==> src/rtl/axi_wr_req_pack.sv <==
// axi_wr_req_pack: collects one AXI write burst (header plus up to
// MAX_BURST_LEN data beats) into a single wide request for a write master.
// One burst buffer only: a new command is taken only after the previous
// packed request has been handed off.
//
// Handshakes: every channel transfers on a cycle where valid and ready are
// both high at the rising clock edge. A valid, once raised, is held with
// stable payload until accepted. Readies here are pure functions of state.
module axi_wr_req_pack #(
    parameter  int MAX_BURST_LEN   = 8,
    localparam int AXI_ID_WIDTH    = 4,
    localparam int AXI_ADDR_WIDTH  = 32,
    localparam int AXI_LEN_WIDTH   = 8,
    localparam int AXI_SIZE_WIDTH  = 3,
    localparam int AXI_BURST_WIDTH = 2,
    localparam int AXI_DATA_WIDTH  = 32
) (
    input  logic                                      clk,
    input  logic                                      rst,
    input  logic                                      cmd_valid,
    output logic                                      cmd_ready,
    input  logic [AXI_ID_WIDTH-1:0]                   cmd_id,
    input  logic [AXI_ADDR_WIDTH-1:0]                 cmd_addr,
    input  logic [AXI_LEN_WIDTH-1:0]                  cmd_len,
    input  logic [AXI_SIZE_WIDTH-1:0]                 cmd_size,
    input  logic [AXI_BURST_WIDTH-1:0]                cmd_burst,
    input  logic                                      beat_valid,
    output logic                                      beat_ready,
    input  logic [AXI_DATA_WIDTH-1:0]                 beat_data,
    input  logic [AXI_DATA_WIDTH/8-1:0]               beat_strb,
    input  logic                                      beat_last,
    output logic                                      user_req_valid,
    input  logic                                      user_req_ready,
    output logic [AXI_ID_WIDTH-1:0]                   user_req_id,
    output logic [AXI_ADDR_WIDTH-1:0]                 user_req_addr,
    output logic [AXI_LEN_WIDTH-1:0]                  user_req_len,
    output logic [AXI_SIZE_WIDTH-1:0]                 user_req_size,
    output logic [AXI_BURST_WIDTH-1:0]                user_req_burst,
    output logic [MAX_BURST_LEN*AXI_DATA_WIDTH-1:0]   user_req_wdata,
    output logic [MAX_BURST_LEN*AXI_DATA_WIDTH/8-1:0] user_req_wstrb,
    output logic                                      pack_err,
    output logic [1:0]                                dbg_state
);

    localparam int CNT_W = $clog2(MAX_BURST_LEN + 1);
    localparam int STRB_W = AXI_DATA_WIDTH / 8;
    localparam logic [AXI_LEN_WIDTH-1:0] MAX_LEN = AXI_LEN_WIDTH'(MAX_BURST_LEN - 1);
    localparam logic [AXI_SIZE_WIDTH-1:0] AXI_SIZE_1_BYTE = '0;
    localparam logic [AXI_BURST_WIDTH-1:0] AXI_BURST_INCR = AXI_BURST_WIDTH'(1);

    typedef enum logic [1:0] {
        IDLE  = 2'd0,
        FILL  = 2'd1,
        ISSUE = 2'd2
    } state_t;

    state_t           state;
    state_t           state_nxt;
    logic [CNT_W-1:0] beat_cnt;
    logic [CNT_W-1:0] len_cnt;
    logic             cmd_fire;
    logic             beat_fire;
    logic             beat_end;
    logic             len_over;

    assign cmd_ready = (state == IDLE);
    assign beat_ready = (state == FILL);
    assign cmd_fire = cmd_valid && cmd_ready;
    assign beat_fire = beat_valid && beat_ready;
    assign len_over = (cmd_len > MAX_LEN);
    // Stored len is already clamped, so it always fits the beat counter.
    assign len_cnt = CNT_W'(user_req_len);
    // A burst closes on its final expected beat or on an early last.
    assign beat_end = beat_fire && ((beat_cnt == len_cnt) || beat_last);
    assign dbg_state = state;

    // State register.
    always_ff @(posedge clk or posedge rst) begin
        if (rst) begin
            state <= IDLE;
        end else begin
            state <= state_nxt;
        end
    end

    // Next-state logic.
    always_comb begin
        state_nxt = state;
        case (state)
            IDLE:    if (cmd_fire) state_nxt = FILL;
            FILL:    if (beat_end) state_nxt = ISSUE;
            ISSUE:   if (user_req_ready) state_nxt = IDLE;
            default: state_nxt = IDLE;
        endcase
    end

    // Registered request valid, tracking the ISSUE state exactly.
    always_ff @(posedge clk or posedge rst) begin
        if (rst) begin
            user_req_valid <= 1'b0;
        end else begin
            user_req_valid <= (state_nxt == ISSUE);
        end
    end

    // Header capture, slot clearing and beat packing.
    always_ff @(posedge clk or posedge rst) begin
        if (rst) begin
            user_req_id    <= '0;
            user_req_addr  <= '0;
            user_req_len   <= '0;
            user_req_size  <= AXI_SIZE_1_BYTE;
            user_req_burst <= AXI_BURST_INCR;
            user_req_wdata <= '0;
            user_req_wstrb <= '0;
            beat_cnt       <= '0;
        end else if (cmd_fire) begin
            user_req_id    <= cmd_id;
            user_req_addr  <= cmd_addr;
            user_req_len   <= len_over ? MAX_LEN : cmd_len;
            user_req_size  <= cmd_size;
            user_req_burst <= cmd_burst;
            user_req_wdata <= '0;
            user_req_wstrb <= '0;
            beat_cnt       <= '0;
        end else if (beat_fire) begin
            user_req_wdata[int'(beat_cnt)*AXI_DATA_WIDTH +: AXI_DATA_WIDTH] <= beat_data;
            user_req_wstrb[int'(beat_cnt)*STRB_W +: STRB_W] <= beat_strb;
            beat_cnt <= beat_cnt + CNT_W'(1);
        end
    end

    // Sticky error: oversize command, or a beat whose last flag disagrees
    // with its position (missing on the final beat, or set early).
    always_ff @(posedge clk or posedge rst) begin
        if (rst) begin
            pack_err <= 1'b0;
        end else if ((cmd_fire && len_over) ||
                     (beat_fire && ((beat_cnt == len_cnt) != beat_last))) begin
            pack_err <= 1'b1;
        end
    end

endmodule

==> config.mk <==
export PLATFORM = sky130hd
export DESIGN_NAME = axi_wr_req_pack
export DESIGN_NICKNAME = d
export VERILOG_FILES = /design/src/rtl/axi_wr_req_pack.sv
export SDC_FILE = /design/constraint.sdc
export NUM_CORES = 1
export LEC_CHECK = 0
export ABC_AREA = 1
export CAP_MARGIN = 25
export CELL_PAD_IN_SITES_DETAIL_PLACEMENT = 2
export CELL_PAD_IN_SITES_GLOBAL_PLACEMENT = 2
export CORE_ASPECT_RATIO = 0.75
export CORE_MARGIN = 2
export CORE_UTILIZATION = 31
export CTS_BUF_LIST = sky130_fd_sc_hd__clkbuf_8
export CTS_CLUSTER_SIZE = 30
export DETAILED_ROUTE_END_ITERATION = 8
export GPL_TIMING_DRIVEN = 0
export PLACE_DENSITY_LB_ADDON = 0.05
export SLEW_MARGIN = 25
export SYNTH_ARGS = -nofsm -noshare
export SYNTH_HDL_FRONTEND = slang
export SYNTH_SLANG_ARGS = --single-unit
==> constraint.sdc <==
create_clock -name clk -period 25.6 [get_ports clk]
set_clock_uncertainty 0.1 [all_clocks]
set_input_delay 5.12 -clock clk [delete_from_list [all_inputs] [get_ports clk]]
set_output_delay 5.12 -clock clk [all_outputs]
set_load 0.05 [all_outputs]
==> results.md <==
Drt:
- The sum of met2 wire segment lengths after detailed routing is 31000 µm.
- The number of search-and-repair iterations in the first detailed-routing pass is 5.
- The number of design-rule violations left by the first detailed-router iteration is 702.
- The routed layout has 13900 vias.
- The highest layer touched by signal routing is met4.
- After detailed routing, the wire length on met1 is 27300 µm.
- The detailed-route wire length is 64500 µm.
- In the routed layout, each cell is associated on average with a via count of 4.95.
- The met3 layer wire length in the routed design is just over 4000 µm.
- In this run the remaining antenna-violating nets after routing total 0.
- In the final routed layout, each cell accounts on average for 22.9 µm.
- In the routed design, unresolved DRC markers number 0.

Die:
- around 430 I/O pins were placed.
- The initial standard-cell utilization of the core is 31.6%.
- The die covers 48900 µm².
- The x dimension of the die is 255 µm.
- After floorplanning, the core was divided into 68 placement rows.
- The die outline height is about 190 µm.
- The region available for standard cell placement spans roughly 46000 µm².

STA:
- Timing would allow up to between 100 and 150 MHz.
- The share of the clock period used by the worst path after layout is about 29%.
- The count of final hold-check violations is 0.
- The aggregate negative setup slack is 0 ns.
- At the pin with the least slew margin, the transition time is roughly 0.74 ns.
- The number of endpoints failing setup at the final stage is 0.
- Measured against its own limit, the worst slew margin works out to 50.7%.
- The clock period minus worst slack is 7.37 ns.
- The number of slew-limit violations in the final report was 0.
- Hold is met by between 0.3 and 0.4 ns.
- Setup repair after global routing left no endpoint under its margin.

Power and ir drop:
- For this design the static power due to leakage is 9.99 nW.
- The logic gate share of total power is approximately 44%.
- The switching power of the nets is 0.972 mW.
- The total power is 2.10 mW.
- The power share of the sequential group is 31.3%.
- The switching share of total power is 46.2%.
- The peak supply drop is roughly 0.000069 V.
- The clock network fraction of design power is 25.2%.
- The internal power component is approximately 1.1 mW.
- Power spread over the standard cell area amounts to 99.5 nW/µm².

Worst setup path:
- The launching point of the worst reg2reg path is beat_cnt[0]$_DFFE_PP0P_.
- STA classifies the critical path endpoint as an output pin.
- The data arrival time of the critical path is 2.15 ns.
- The largest single stage delay on the critical path is 0.86 ns.
- The critical path in this run is classified as reg2out.
- Traced cell by cell, the critical path runs through inv_1, nand2_1, inv_2, clkdlybuf4s50_1.
- The worst setup slack for register-to-register paths is ~22 ns.
- The slowest cell on the critical path is sky130_fd_sc_hd__clkdlybuf4s50_1.
- The number of cells traversed by the worst register-to-register path is 10.
- Along the worst path, the maximum fanout reaches 3.
- The launching element type of the critical path is a flop.
- The worst register-to-register path ends at user_req_wdata[203]$_DFFE_PP0P_.
- STA puts the critical path data required time at between 20 and 25 ns.

Layout:
- The sequential cell area in the final layout is 8630 µm².
- In the final layout, the multi-input gates occupy 4500 µm².
- Cells with a size suffix above 1 make up 8.49% of the layout.
- The top cell types in the final layout, fill and taps aside, are sky130_fd_sc_hd__clkdlybuf4s50_1 (433), sky130_fd_sc_hd__nand2_1 (424), sky130_fd_sc_hd__dfrtp_1 (344).
- Compared with the post-synthesis result, the final layout area differs by 44.6%.
- The count of cells in the finished layout, fillers not included, comes to 2814.
- The number of filler instances in the final layout is ~5000.
- The final layout net count is 2228.
- The commonest non-fill, non-tap cell in the layout is sky130_fd_sc_hd__clkdlybuf4s50_1.

Synthesis:
- Ranked by total cell area, the synthesized netlist is headed by sky130_fd_sc_hd__dfrtp_1 (59%), sky130_fd_sc_hd__nand2_1 (11%), sky130_fd_sc_hd__inv_1 (6.0%).
- In the synthesized netlist the dominant register cell turns out to be sky130_fd_sc_hd__dfrtp_1.
- Synthesis inferred about 350 register bits.
- The fraction of registers with async set/reset is between 90% and 100%.
- Counting distinct cell types in the post-synthesis netlist gives 35.
- The synthesized design spends more area on one cell type than any other, namely sky130_fd_sc_hd__dfrtp_1.
- The mean area per synthesized cell is 8.95 µm².
- The number of enable flip-flop cells after synthesis is 0.
- The share of the yosys chip area belonging to registers is 59.1%.
- The post-synthesis instance area is 14600 µm².
- Synthesis handed over a netlist of ~1600 instances.
- The fraction of synthesized cell area taken by the top area cell type is roughly 60%.
- The Yosys step of the flow raised 0 warnings.
- The number of nets in the synthesized netlist is 1729.

CTS:
- The number of buffers inserted for hold repair after clock tree synthesis is 0.
- The number of sinks handled by clock tree synthesis is 345.
- The clock root buffer is sky130_fd_sc_hd__clkbuf_8.
- The number of buffers created by CTS is 59.
- After clock tree synthesis, the setup repair step added 0 buffers.
- The clock network latency to the later pin of the worst-skew pair is approximately 0.65 ns.
- After clock tree synthesis, the clock-pin slew on the worst setup and hold paths is 0.06 ns.
- No sink is reached through more buffers than the 3 on the longest clock path.
- In this run, post-CTS repair resized a total of 0 instances.
- TritonCTS built the clock tree.
- In this run the number of H-tree levels came out at 2.

Global route:
- The first global-routing pass estimated 97000 µm of wire.
- Global routing used 26.4% of the available tracks.
- The number of antenna violations at the first check in global routing is 5.
- The total global routing overflow is 0.
- Entering global routing, the biggest net connects 65 pins.
- The number of global-route vias before repair is approximately 16000.

Worst hold path:
- Counting instances, the worst hold path has a depth of 1.
- In this run the most critical hold path is launched from pack_err$_DFFE_PP0P_.
- The end point of the most critical hold path is pack_err$_DFFE_PP0P_.
- The path class of the tightest hold or removal check is reg2reg.

Placed design:
- The cell total after placement is 2700.
- The half-perimeter wire length after detailed placement is approximately 48000 µm.
- Buffers placed on the I/O ports in this run total 433.
- At the end of routability-driven placement, the weighted congestion stood at 0.833.

Outcome:
- The run finished with clean final reports.

Flow run:
- The tool flagged a number of max-cap violations equal to 0.
stage by stage:
stage	area [µm²]	util (%)	worst slack [ns]
floorplan	14600	-	10.82
CTS	21100	45.6	18.17
finish	21100	45.6	18.23
global route	21100	45.6	18.12
detailed placement	19900	42.9	18.09
global placement	19700	42.6	5.74
synth_stat cells (2+ instances only):
master                     number
sky130_fd_sc_hd__nand2_1      424
sky130_fd_sc_hd__dfrtp_1      344
sky130_fd_sc_hd__inv_1        232
sky130_fd_sc_hd__nand3_1      151
sky130_fd_sc_hd__o22ai_1      108
sky130_fd_sc_hd__nand4_1       79
sky130_fd_sc_hd__nor2_1        55
sky130_fd_sc_hd__o21ai_0       45
sky130_fd_sc_hd__buf_2         42
sky130_fd_sc_hd__o21ai_1       35
sky130_fd_sc_hd__clkbuf_1      29
sky130_fd_sc_hd__buf_1         16
sky130_fd_sc_hd__buf_4         14
sky130_fd_sc_hd__buf_6          8
sky130_fd_sc_hd__ha_1           6
sky130_fd_sc_hd__inv_2          6
sky130_fd_sc_hd__nor3_1         6
sky130_fd_sc_hd__nand2_2        5
sky130_fd_sc_hd__xnor2_1        4
sky130_fd_sc_hd__o21ai_4        3
sky130_fd_sc_hd__or2_2          3
sky130_fd_sc_hd__a21oi_1        2
sky130_fd_sc_hd__nand3_2        2
sky130_fd_sc_hd__nor2_2         2
state kept, by name, indices dropped and copies added, names as in the netlist:
name / count
beat_cnt: 4
dbg_state: 2
pack_err: 1
user_req_addr: 32
user_req_burst: 2
user_req_id: 4
user_req_len: 8
user_req_size: 3
user_req_valid: 1
user_req_wdata: 256
user_req_wstrb: 32
logic make-up (layout without fill, tap and decap cells):
kind of cell / after synthesis / in the layout / synth area share (%)
xor+xnor: 4 / 4 / 0.240
other cells: 0 / 5 / 0
simple gates: 734 / 734 / 22.2
buf+inv: 348 / 895 / 10.1
flops: 345 / 345 / 59.1
fa+ha+maj: 6 / 6 / 0.514
compound gates: 195 / 195 / 7.88
power groups by stage:
stage / logic (mW) / registers (mW) / clock network, mW
after floorplan: 0.328 / 0.892 / 0
after global routing: 0.978 / 0.667 / 0.567
after detailed placement: 0.910 / 0.668 / 0
after global placement: 0.888 / 0.665 / 0
after CTS: 0.920 / 0.659 / 0.542
final: 0.915 / 0.659 / 0.529
cell type report:
cell class              count  share of cell area [%]
multi-input cells         939                    21.3
repair buffers            438                    21.2
clock inverters            30                   0.711
diodes                      5                  0.0592
well taps                 630                    3.73
clock buffers              79                    5.15
inverters                 239                    4.28
plain buffers             109                    2.72
flip-flops and latches    345                    40.9
per-layer routing:
metal	global-route usage, %	vias to the layer above
li1	-	6272
met1	33.8	7193
met2	43.8	359
met3	6.61	109
met4	8.91	0
met5	0	-
worst max path at each step:
stage                                 from                              end  slack [ns]  cells after the start
floorplan                              rst          beat_cnt[0]$_DFFE_PP0P_       10.82                      1
CTS                 dbg_state[1]$_DFF_PP0_                       beat_ready       18.17                      4
detailed placement               cmd_valid  user_req_wdata[158]$_DFFE_PP0P_       18.09                      7
finish              dbg_state[1]$_DFF_PP0_                       beat_ready       18.23                      4
global route        dbg_state[1]$_DFF_PP0_                       beat_ready       18.12                      4
global placement                       rst    user_req_addr[29]$_DFFE_PP0P_        5.74                      2
worst max-delay path, delay by kind of cell (launching register included):
kind	cells	cell delay (ns)
buffers and inverters	3	1.02
and+or+nand+nor	1	0.07
DFF	1	0.41
Note: power is estimated with default switching activity, not from simulation.
